==> config.mk <==
export PLATFORM = sky130hd
export DESIGN_NAME = mem_copy_engine
export DESIGN_NICKNAME = d
export VERILOG_FILES = /design/src/rtl/mem_pkg.sv /design/src/rtl/mem_copy_engine.sv
export SDC_FILE = /design/constraint.sdc
export NUM_CORES = 1
export LEC_CHECK = 0
export BUFFER_PORTS_ARGS = -buffer_cell sky130_fd_sc_hd__buf_4
export CAP_MARGIN = 20
export CORE_MARGIN = 3
export CORE_UTILIZATION = 30
export DETAILED_ROUTE_END_ITERATION = 12
export PLACE_DENSITY = 0.57
export SYNTH_ARGS = -nofsm -noshare
export SYNTH_HDL_FRONTEND = slang
export SYNTH_SLANG_ARGS = --single-unit
==> constraint.sdc <==
create_clock -name CLK -period 2.61 [get_ports CLK]
set_clock_uncertainty 0.1 [all_clocks]
set_input_delay 0.522 -clock CLK [delete_from_list [all_inputs] [get_ports CLK]]
set_output_delay 0.522 -clock CLK [all_outputs]
set_load 0.005 [all_outputs]
==> src/rtl/mem_pkg.sv <==
// Definitions shared by the data memory, the controller and the copy engine:
// memory-port status codes and the engine state encoding.
package mem_pkg;

  localparam logic [1:0] MEM_IDLE  = 2'b00;
  localparam logic [1:0] MEM_LOAD  = 2'b01;
  localparam logic [1:0] MEM_STORE = 2'b10;

  typedef enum logic [1:0] {
    ST_IDLE = 2'b00,
    ST_RD   = 2'b01,
    ST_WR   = 2'b10,
    ST_DONE = 2'b11
  } eng_state_e;

endpackage

==> src/rtl/mem_copy_engine.sv <==
// Block-copy / block-fill initiator on the data memory port. Address and write
// data are registered so the port never depends combinationally on Start.
module mem_copy_engine
  import mem_pkg::*;
#(
  parameter int W = 8
) (
  input  logic         CLK,
  input  logic         Reset,
  input  logic         Start,
  input  logic         Fill,
  input  logic [W-1:0] SrcAddr,
  input  logic [W-1:0] DstAddr,
  input  logic [W:0]   Length,
  input  logic [7:0]   FillValue,
  input  logic [7:0]   MemDataOut,
  output logic [W-1:0] DataAddress,
  output logic [1:0]   MemStatus,
  output logic [7:0]   MemDataIn,
  output logic         Busy,
  output logic         Done
);

  eng_state_e   state_q, state_d;
  logic [W-1:0] src_q, src_d;
  logic [W-1:0] dst_q, dst_d;
  logic [W:0]   rem_q, rem_d;
  logic         fill_q, fill_d;
  logic [W-1:0] addr_q, addr_d;
  logic [7:0]   wdata_q, wdata_d;

  always_ff @(posedge CLK) begin
    if (Reset) begin
      state_q <= ST_IDLE;
      src_q   <= '0;
      dst_q   <= '0;
      rem_q   <= '0;
      fill_q  <= 1'b0;
      addr_q  <= '0;
      wdata_q <= '0;
    end else begin
      state_q <= state_d;
      src_q   <= src_d;
      dst_q   <= dst_d;
      rem_q   <= rem_d;
      fill_q  <= fill_d;
      addr_q  <= addr_d;
      wdata_q <= wdata_d;
    end
  end

  // addr_d/wdata_d are loaded with the value the *next* state presents, so
  // the port holds its last value through DONE and IDLE.
  always_comb begin
    state_d = state_q;
    src_d   = src_q;
    dst_d   = dst_q;
    rem_d   = rem_q;
    fill_d  = fill_q;
    addr_d  = addr_q;
    wdata_d = wdata_q;
    case (state_q)
      ST_IDLE: begin
        if (Start) begin
          src_d  = SrcAddr;
          dst_d  = DstAddr;
          rem_d  = Length;
          fill_d = Fill;
          if (Length == '0) begin
            state_d = ST_DONE;
          end else if (Fill) begin
            state_d = ST_WR;
            addr_d  = DstAddr;
            wdata_d = FillValue;
          end else begin
            state_d = ST_RD;
            addr_d  = SrcAddr;
          end
        end
      end
      ST_RD: begin
        // wdata_q doubles as the copy data register; in fill mode it keeps FillValue.
        wdata_d = MemDataOut;
        addr_d  = dst_q;
        state_d = ST_WR;
      end
      ST_WR: begin
        src_d = src_q + 1'b1;
        dst_d = dst_q + 1'b1;
        rem_d = rem_q - 1'b1;
        if (rem_q == {{W{1'b0}}, 1'b1}) begin
          state_d = ST_DONE;
        end else if (fill_q) begin
          addr_d = dst_q + 1'b1;
        end else begin
          state_d = ST_RD;
          addr_d  = src_q + 1'b1;
        end
      end
      default: state_d = ST_IDLE;
    endcase
  end

  always_comb begin
    MemStatus = MEM_IDLE;
    if (state_q == ST_RD) MemStatus = MEM_LOAD;
    if (state_q == ST_WR) MemStatus = MEM_STORE;
  end

  assign DataAddress = addr_q;
  assign MemDataIn   = wdata_q;
  assign Busy        = (state_q == ST_RD) || (state_q == ST_WR);
  assign Done        = (state_q == ST_DONE);

endmodule

==> results of run 1 <==
==> layer usage <==
layer  routed length, um  vias up  track usage [%]  share of wire (%)
met1                3750     1322             21.4                 45
li1                    -     1439                -                  -
met5                   0        -                0                  0
met4                  99        0             4.18                1.2
met2                3950       77             26.4                 48
met3                 481       10             2.71                5.8
==> where the power goes <==
part / total, mW / internal (mW) / switching [mW]
clock: 0.419 / 0.183 / 0.236
sequential: 1.06 / 0.860 / 0.196
combinational: 1.52 / 0.686 / 0.836
total: 3.00 / 1.73 / 1.27
==> state kept, by name (all words and copies together) (netlist names) <==
register     flops
DataAddress      8
MemDataIn        8
dst_q            8
fill_q           1
rem_q            9
src_q            8
state_q          2
==> synth_stat cells, drive strengths merged, types with 2 or more instances <==
library cell,instances,area [sq um]
o21ai,15,75.1
a21o,3,22.5
dfxtp,44,881
a211oi,23,173
buf,16,80.1
clkbuf,12,45.0
a2bb2oi,3,26.3
inv,8,30.0
nand3,13,70.1
xnor2,6,52.6
mux2i,16,160
and3,3,18.8
and2,4,25.0
ha,8,100
a211o,2,17.5
nor2,37,139
nor3,10,50.1
nand2,31,116
o22ai,5,31.3
or3b,2,17.5
o211ai,2,15.0
nor2b,14,87.6
nor4,3,25.0
o21a,2,15.0
a21oi,33,169
o41ai,4,42.6
a21boi,2,22.5
nand3b,7,52.6
o2bb2ai,2,17.5
xor2,2,17.5
a31oi,5,31.3
nand4,5,31.3
a22oi,6,45.0
a221oi,2,17.5
o2111ai,2,17.5
o31ai,4,30.0
==> worst max-delay path by stage <==
stage                                 to               startpoint  cells past startpoint  slack, ps
3_5_place_dp       src_q[3]$_SDFFE_PP0P_  state_q[0]$_SDFFE_PP0P_                      7        390
2_1_floorplan  MemDataIn[6]$_SDFFE_PP0P_  state_q[0]$_SDFFE_PP0P_                      8        750
5_1_grt        MemDataIn[0]$_SDFFE_PP0P_  state_q[0]$_SDFFE_PP0P_                      7        120
3_3_place_gp       src_q[3]$_SDFFE_PP0P_  state_q[0]$_SDFFE_PP0P_                      7        480
4_1_cts                             Busy  state_q[0]$_SDFFE_PP0P_                      3        280
6_report                            Busy  state_q[0]$_SDFFE_PP0P_                      3        320
==> cell usage in the layout, fill, tap and decap left out, types with 6 or more instances in the layout <==
cell / synthesis / layout
a21oi_1: 32 / 32
ha_1: 8 / 8
buf_4: 1 / 72
nand2_1: 31 / 31
o21ai_0: 14 / 14
a22oi_1: 6 / 6
nor3_1: 10 / 10
mux2i_1: 16 / 16
dfxtp_1: 44 / 44
nand3_1: 12 / 12
xnor2_1: 6 / 6
nor2_1: 37 / 37
a211oi_1: 23 / 23
inv_1: 7 / 7
nor2b_1: 14 / 14
nand3b_1: 7 / 7
==> tightest hold or removal path: stages (launching register included) <==
cell,delay [ps]
dfxtp_1,320
nand2_1,50
a21oi_1,50
==> area by class of cell <==
cell class | instances | area (sq um) | area share (%)
well taps | 108 | 135 | 3.90
flip-flops and latches | 44 | 881 | 25.4
multi-input cells | 283 | 1800 | 51.9
repair buffers | 72 | 541 | 15.6
clock buffers | 6 | 72.6 | 2.10
inverters | 8 | 30.0 | 0.867
clock inverters | 1 | 5.00 | 0.145
==> per-stage QoR <==
| step | utilization, % | hold WS, ps | instances | worst slack, ps | power, mW |
|---|---|---|---|---|---|
| 6_report | 38.8 | 364 | 522 | 324 | 3.00 |
| 3_5_place_dp | 37.9 | 355 | 515 | 391 | 2.60 |
| 5_1_grt | 38.8 | 398 | 522 | 121 | 3.27 |
| 2_1_floorplan | - | 353 | 363 | 754 | 2.08 |
| 4_1_cts | 38.8 | 367 | 522 | 280 | 3.03 |
| 3_3_place_gp | 37.9 | 348 | 515 | 479 | 2.57 |
==> logic make-up after synthesis <==
group | after synthesis | synth area share, %
flops | 44 | 31.1
compound gates | 118 | 28.1
buf+inv | 36 | 5.48
simple gates | 133 | 23.6
xor+xnor | 8 | 2.48
fa+ha+maj | 8 | 3.54
mux | 16 | 5.66
==> results.sh, run 1 <==
export IMPL_die_area_sq_mm=0.0106
export IMPL_drc=0
export IMPL_clock_latency_ps=300
export IMPL_setup_viol=0
export IMPL_final_area_sq_mm=0.00346
export IMPL_core_rowCount=34
export IMPL_cts_sinks=44
export IMPL_rrSetupSlack_ps=400
export IMPL_clk_pin_slew_ps=90
export IMPL_endpoint_kind="output pin"
export IMPL_min_path_type="reg -> reg"
export IMPL_start_util_pct=31.7
export IMPL_hold_depth=2
export IMPL_rr_worst_depth=7
export IMPL_nets=467
export IMPL_cp_max_fo=15
export IMPL_synth_warnings=0
export IMPL_critical_path_top_delay_family="adder cells"
export IMPL_grt_pass1_vias=2626
export IMPL_min_from="DataAddress[0]$_SDFFE_PP0P_"
export IMPL_area_delta_synth_final_pct=22.3
export IMPL_syn_area_sq_mm=0.00283
export IMPL_grt_usage_pct=15.9
export IMPL_irDropWorstVdd_uv=316
export IMPL_place_area_sq_mm=0.00338
export IMPL_slowest_stage="ha_1"
export IMPL_cts_root_buf="clkbuf_8"
export IMPL_diodes=0
export IMPL_cpPeakStageDelay_ps=650
export IMPL_power_leakage_nw=1.35
export IMPL_synth_flop_cell="dfxtp_1"
export IMPL_worst_slew_pin_slew_ps=686
export IMPL_gp_congestion=0.857
export IMPL_io_buffers=64
export IMPL_avgSynthCellArea_sq_um=7.80
export IMPL_netlist_instances=363
export IMPL_fp_coreArea_sq_mm=0.00893
export IMPL_cts_hold_buf=0
export IMPL_worst_setup_path_type="reg -> out"
export IMPL_num_io_pins=65
export IMPL_final_antenna_net_count=0
export IMPL_vias=2848
export IMPL_cp_required_ps=1990
export IMPL_post_cts_buffers=0
export IMPL_fillCellCount=933
export IMPL_finalCritPeriodShare_pct=87.6
export IMPL_run_status="complete, no violations"
export IMPL_hold_viol=0
export IMPL_synth_seq_cells=44
export IMPL_clock_path_buffers=2
export IMPL_cts_inserted_buffers=5
export IMPL_timing_fmax_mhz=437
export IMPL_whs_endpoint="DataAddress[0]$_SDFFE_PP0P_"
export IMPL_antenna_found_initial=0
export IMPL_r2r_end="src_q[3]$_SDFFE_PP0P_"
export IMPL_layout_drive_gt1_share_pct=21.0
export IMPL_ys_types=51
export IMPL_dp_hpwl_um=5830
export IMPL_die_y_um=103
export IMPL_grt_max_degree=49
export IMPL_h_tree_depth=2
export IMPL_post_drt_wl_per_cell_um=15.9
export IMPL_dr_pass1_iters=4
export IMPL_cts_tree="yes"
export IMPL_relSlewSlack_pct=54.0
export IMPL_wl_um=8280
export IMPL_worstPathBufferInverterCount=2
export IMPL_slew_violations=0
export IMPL_synth_seq_area_share_pct=31.1
export IMPL_drt_initial_drc_count=181
export IMPL_period_needed_ps=2290
export IMPL_tns_ps=0
export IMPL_cp_cell_sequence="inv_1, ha_1, buf_4"
export IMPL_synth_edf_count=0
export IMPL_powerDensity_mw_per_mm2=865
export IMPL_grt_pass1_wl_um=13600
export IMPL_die_x_um=103
export IMPL_critPathArrivalTime_ps=1660
export IMPL_grt_overflow=0
export IMPL_rsz0062_at_grt="false"
export IMPL_synthArstFlopShare_pct=0
export IMPL_reg2reg_from="state_q[0]$_SDFFE_PP0P_"
export IMPL_vias_per_cell=5.46
export IMPL_cp_start_kind="register"
export IMPL_synth_nets=416
export IMPL_cts_resized=0
export IMPL_cap_violations=0
Power figures use the tool's default switching activity.
==> run 2: changes to the inputs <==
--- a/config.mk
+++ b/config.mk
@@ -7,10 +7,12 @@
 export LEC_CHECK = 0
 export BUFFER_PORTS_ARGS = -buffer_cell sky130_fd_sc_hd__buf_4
 export CAP_MARGIN = 20
+export CELL_PAD_IN_SITES_DETAIL_PLACEMENT = 1
+export CELL_PAD_IN_SITES_GLOBAL_PLACEMENT = 2
 export CORE_MARGIN = 3
-export CORE_UTILIZATION = 30
+export CORE_UTILIZATION = 31
 export DETAILED_ROUTE_END_ITERATION = 12
-export PLACE_DENSITY = 0.57
+export PLACE_DENSITY = 0.88
 export SYNTH_ARGS = -nofsm -noshare
 export SYNTH_HDL_FRONTEND = slang
 export SYNTH_SLANG_ARGS = --single-unit
==> results.sh, run 2 (synthesis gave the netlist of run 1 again) <==
export IMPL_run_status="complete, no violations"
export IMPL_rsz0062_at_grt="false"
export IMPL_cap_violations=0
export IMPL_slowest_stage="o21ai_2"
export IMPL_die_y_um=102
export IMPL_min_path_type="reg -> reg"
export IMPL_hold_depth=2
export IMPL_cts_hold_buf=0
export IMPL_cp_required_ps=2690
export IMPL_clk_pin_slew_ps=90
export IMPL_grt_pass1_wl_um=14900
export IMPL_period_needed_ps=2300
export IMPL_place_area_sq_mm=0.00340
export IMPL_grt_overflow=0
export IMPL_drt_initial_drc_count=110
export IMPL_core_rowCount=34
export IMPL_fin_cells=523
export IMPL_worst_slew_pin_slew_ps=708
export IMPL_rr_worst_depth=7
export IMPL_area_delta_synth_final_pct=24.3
export IMPL_diodes=0
export IMPL_hold_viol=0
export IMPL_die_x_um=102
export IMPL_layout_drive_gt1_share_pct=21.4
export IMPL_fp_coreArea_sq_mm=0.00881
export IMPL_cp_startpoint="state_q[1]$_SDFFE_PP0P_"
export IMPL_grt_usage_pct=18.1
export IMPL_dr_pass1_iters=4
export IMPL_powerDensity_mw_per_mm2=913
export IMPL_cpPeakStageDelay_ps=510
export IMPL_min_from="DataAddress[0]$_SDFFE_PP0P_"
export IMPL_place_inst=515
export IMPL_cp_max_fo=20
export IMPL_power_leakage_nw=1.37
export IMPL_die_area_sq_mm=0.0103
export IMPL_cts_sinks=44
export IMPL_vias=2924
export IMPL_final_area_sq_mm=0.00352
export IMPL_start_util_pct=32.1
export IMPL_rrSetupSlack_ps=310
export IMPL_finalCritPeriodShare_pct=88.0
export IMPL_vias_per_cell=5.59
export IMPL_post_cts_buffers=0
export IMPL_final_antenna_net_count=0
export IMPL_clock_latency_ps=300
export IMPL_wl_um=9130
export IMPL_cts_root_buf="clkbuf_8"
export IMPL_cp_cell_sequence="inv_1, ha_1, o21ai_2, buf_4, o21ai_0, a22oi_1, nor2_1"
export IMPL_h_tree_depth=2
export IMPL_worst_setup_path_type="reg -> reg"
export IMPL_irDropWorstVdd_uv=357
export IMPL_cp_start_kind="register"
export IMPL_largest_reg_flops=9
export IMPL_gp_congestion=0.800
export IMPL_tns_ps=0
export IMPL_dp_hpwl_um=6560
export IMPL_cts_resized=0
export IMPL_critPathArrivalTime_ps=2380
export IMPL_grt_max_degree=49
export IMPL_timing_fmax_mhz=435
export IMPL_mostFrequentLayoutCells="71 x buf_4, 44 x dfxtp_1, 37 x nor2_1"
export IMPL_grt_pass1_vias=3018
export IMPL_whs_endpoint="DataAddress[0]$_SDFFE_PP0P_"
export IMPL_antenna_found_initial=0
export IMPL_endpoint_kind="register"
export IMPL_final_common_cell="buf_4"
export IMPL_cts_inserted_buffers=5
export IMPL_top_register="rem_q"
export IMPL_r2r_end="dst_q[4]$_SDFFE_PP0P_"
export IMPL_nets=467
export IMPL_reg2reg_from="state_q[1]$_SDFFE_PP0P_"
export IMPL_io_buffers=64
export IMPL_relSlewSlack_pct=52.5
export IMPL_num_io_pins=65
export IMPL_slew_violations=0
export IMPL_clock_path_buffers=2
export IMPL_setup_viol=0
export IMPL_cts_tree="yes"
export IMPL_drc=0
export IMPL_post_drt_wl_per_cell_um=17.4
-- run 2: final cells by class --
type,instances,area [sq um]
clock buffer,6,82.6
clock inverter,2,38.8
fill,1086,5290
inverter,8,30.0
multi-input combinational,283,1800
sequential,44,881
tap,108,135
timing repair buffer,72,553
-- run 2: critical path: cells and delay by family (launching register included) --
kind,cells,cell delay [ps]
flip-flops,1,410
AO/OA/AOI/OAI,3,850
adder cells (fa/ha/maj),1,270
buffers and inverters,2,470
AND/OR/NAND/NOR,1,60
-- run 2: power by group --
group / switching [mW] / total, mW / internal (mW)
sequential: 0.203 / 1.06 / 0.859
combinational: 0.886 / 1.58 / 0.695
clock: 0.256 / 0.570 / 0.313
-- run 2: worst max path at each step --
stage	endpoint	slack [ps]	cells past startpoint
global route	dst_q[4]$_SDFFE_PP0P_	60	7
global placement	src_q[3]$_SDFFE_PP0P_	470	7
floorplan	MemDataIn[6]$_SDFFE_PP0P_	750	8
CTS	dst_q[4]$_SDFFE_PP0P_	270	7
detailed placement	dst_q[4]$_SDFFE_PP0P_	320	7
finish	dst_q[4]$_SDFFE_PP0P_	310	7
-- run 2: layer usage --
metal	global-route usage, %	wire length, um
met2	32.0	4710
met1	22.7	4010
met5	0	0
met4	5.21	108
met3	2.48	296
-- run 2: stage by stage --
stage	hold slack (ps)	setup slack [ps]	utilization, %	total power [mW]
final	361	313	40.0	3.21
after CTS	362	269	40.0	3.25
after global routing	384	64.0	40.0	3.47
after global placement	349	469	38.6	2.59
after detailed placement	349	322	38.6	2.66
after floorplan	353	754	-	2.08
==> run 3: changes to the inputs <==
--- a/config.mk
+++ b/config.mk
@@ -8,9 +8,9 @@
 export BUFFER_PORTS_ARGS = -buffer_cell sky130_fd_sc_hd__buf_4
 export CAP_MARGIN = 20
 export CELL_PAD_IN_SITES_DETAIL_PLACEMENT = 1
-export CELL_PAD_IN_SITES_GLOBAL_PLACEMENT = 2
+export CELL_PAD_IN_SITES_GLOBAL_PLACEMENT = 1
 export CORE_MARGIN = 3
-export CORE_UTILIZATION = 31
+export CORE_UTILIZATION = 39
 export DETAILED_ROUTE_END_ITERATION = 12
 export PLACE_DENSITY = 0.88
 export SYNTH_ARGS = -nofsm -noshare
==> results.sh, run 3 (synthesis gave the netlist of run 1 again) <==
export IMPL_run_status="complete, no violations"
export IMPL_cts_resized=0
export IMPL_mostFrequentLayoutCells="70 x buf_4, 44 x dfxtp_1, 37 x nor2_1"
export IMPL_dp_hpwl_um=6200
export IMPL_grt_overflow=0
export IMPL_cap_violations=0
export IMPL_num_io_pins=65
export IMPL_gp_congestion=0.786
export IMPL_whs_ps=365
export IMPL_tns_ps=0
export IMPL_rrSetupSlack_ps=230
export IMPL_use_met2_pct=36.7
export IMPL_reg2reg_from="state_q[0]$_SDFFE_PP0P_"
export IMPL_hold_viol=0
export IMPL_wl_um=8960
export IMPL_clkPwrFrac_pct=14.8
export IMPL_cp_required_ps=2720
export IMPL_core_rowCount=30
export IMPL_grt_use_met1_pct=27.7
export IMPL_clk_pin_slew_ps=90
export IMPL_place_inst=501
export IMPL_die_area_sq_mm=0.00831
export IMPL_hold_depth=2
export IMPL_antenna_found_initial=0
export IMPL_vias=2949
export IMPL_post_drt_wl_per_cell_um=17.6
export IMPL_cts_root_buf="clkbuf_8"
export IMPL_fin_util_pct=50.1
export IMPL_power_leakage_nw=1.35
export IMPL_cts_inserted_buffers=5
export IMPL_irDropWorstVdd_uv=492
export IMPL_min_from="DataAddress[1]$_SDFFE_PP0P_"
export IMPL_nets=466
export IMPL_p_seq_share_pct=34.3
export IMPL_layout_drive_gt1_share_pct=20.8
export IMPL_relSlewSlack_pct=49.6
export IMPL_vias_per_cell=5.78
export IMPL_grt_usage_pct=21.4
export IMPL_grt_most_used_layer="met2"
export IMPL_p_int_mw=1.76
export IMPL_whs_endpoint="DataAddress[1]$_SDFFE_PP0P_"
export IMPL_rsz0062_at_grt="false"
export IMPL_clock_path_buffers=2
export IMPL_top_register="rem_q"
export IMPL_post_place_ws_ps=83.6
export IMPL_critPathArrivalTime_ps=2490
export IMPL_powerDensity_mw_per_mm2=895
export IMPL_regArea_sq_um=881
export IMPL_h_tree_depth=2
export IMPL_final_antenna_net_count=0
export IMPL_grtUsageMet3_pct=2.98
export IMPL_setup_ws_ps=235
export IMPL_final_common_cell="buf_4"
export IMPL_worst_slew_pin_slew_ps=756
export IMPL_min_path_type="reg -> reg"
export IMPL_post_cts_buffers=0
export IMPL_r2r_end="MemDataIn[5]$_SDFFE_PP0P_"
export IMPL_cts_hold_buf=0
export IMPL_rr_worst_depth=7
export IMPL_switchingPower_mw=1.33
export IMPL_clock_latency_ps=300
export IMPL_cp_start_kind="register"
export IMPL_cts_tree="yes"
export IMPL_fillCellCount=893
export IMPL_grt_pass1_vias=2918
export IMPL_grt_pass1_wl_um=14600
export IMPL_timing_fmax_mhz=421
export IMPL_io_buffers=64
export IMPL_period_needed_ps=2380
export IMPL_drt_initial_drc_count=140
export IMPL_endpoint_kind="register"
export IMPL_fp_coreArea_sq_mm=0.00691
export IMPL_comb_power_share_pct=50.9
export IMPL_die_x_um=91.2
export IMPL_dr_pass1_iters=4
export IMPL_die_y_um=91.2
export IMPL_start_util_pct=41.0
export IMPL_finalCritPeriodShare_pct=91.0
export IMPL_largest_reg_flops=9
export IMPL_fin_cells=510
export IMPL_drc=0
export IMPL_swShare_pct=43.1
export IMPL_multi_input_area_sq_mm=0.00180
export IMPL_cts_sinks=44
export IMPL_grt_max_degree=49
export IMPL_worst_setup_path_type="reg -> reg"
export IMPL_diodes=0
export IMPL_area_delta_synth_final_pct=22.2
export IMPL_setup_viol=0
export IMPL_slew_violations=0
export IMPL_cp_max_fo=16
run 3: worst max-delay path by stage:
stage | start | to | slack (ps)
6_report | state_q[0]$_SDFFE_PP0P_ | MemDataIn[5]$_SDFFE_PP0P_ | 230
5_1_grt | state_q[1]$_SDFFE_PP0P_ | MemDataIn[5]$_SDFFE_PP0P_ | 50
4_1_cts | state_q[0]$_SDFFE_PP0P_ | src_q[2]$_SDFFE_PP0P_ | 50
3_5_place_dp | state_q[0]$_SDFFE_PP0P_ | src_q[2]$_SDFFE_PP0P_ | 80
3_3_place_gp | state_q[0]$_SDFFE_PP0P_ | rem_q[4]$_SDFFE_PP0P_ | 210
2_1_floorplan | state_q[0]$_SDFFE_PP0P_ | MemDataIn[6]$_SDFFE_PP0P_ | 750
run 3: layout make-up:
| class | instances | share of cell area (%) |
|---|---|---|
| well taps | 96 | 3.47 |
| repair buffers | 71 | 15.6 |
| flip-flops and latches | 44 | 25.5 |
| inverters | 8 | 0.868 |
| clock buffers | 8 | 2.60 |
| multi-input cells | 283 | 52.0 |
run 3: worst max-delay path: stages, from the launching register on:
cell and delay (ps):
dfxtp_1 420, inv_1 100, ha_1 290, nor4b_1 180, nand3_1 170, a21boi_2 630, nor2_1 130, a211oi_1 260
run 3: power by group through the flow:
stage | Clock (mW) | Combinational, mW | Sequential [mW]
finish | 0.459 | 1.57 | 1.06
global route | 0.498 | 1.74 | 1.10
CTS | 0.464 | 1.56 | 1.06
detailed placement | 0 | 1.54 | 1.07
global placement | 0 | 1.47 | 1.06
floorplan | 0 | 1.07 | 1.02
run 3: layer usage:
metal	routed length (um)	vias up	part of all wire (%)
met2	4450	66	50
li1	-	1436	-
met3	325	13	3.6
met1	4030	1434	45
met4	155	0	1.7
met5	0	-	0
run 3: through the flow:
| step | power [mW] | area (sq um) |
|---|---|---|
| after floorplan | 2.08 | 2830 |
| after global placement | 2.53 | 3350 |
| after detailed placement | 2.61 | 3350 |
| after CTS | 3.08 | 3440 |
| after global routing | 3.33 | 3460 |
| final | 3.10 | 3460 |
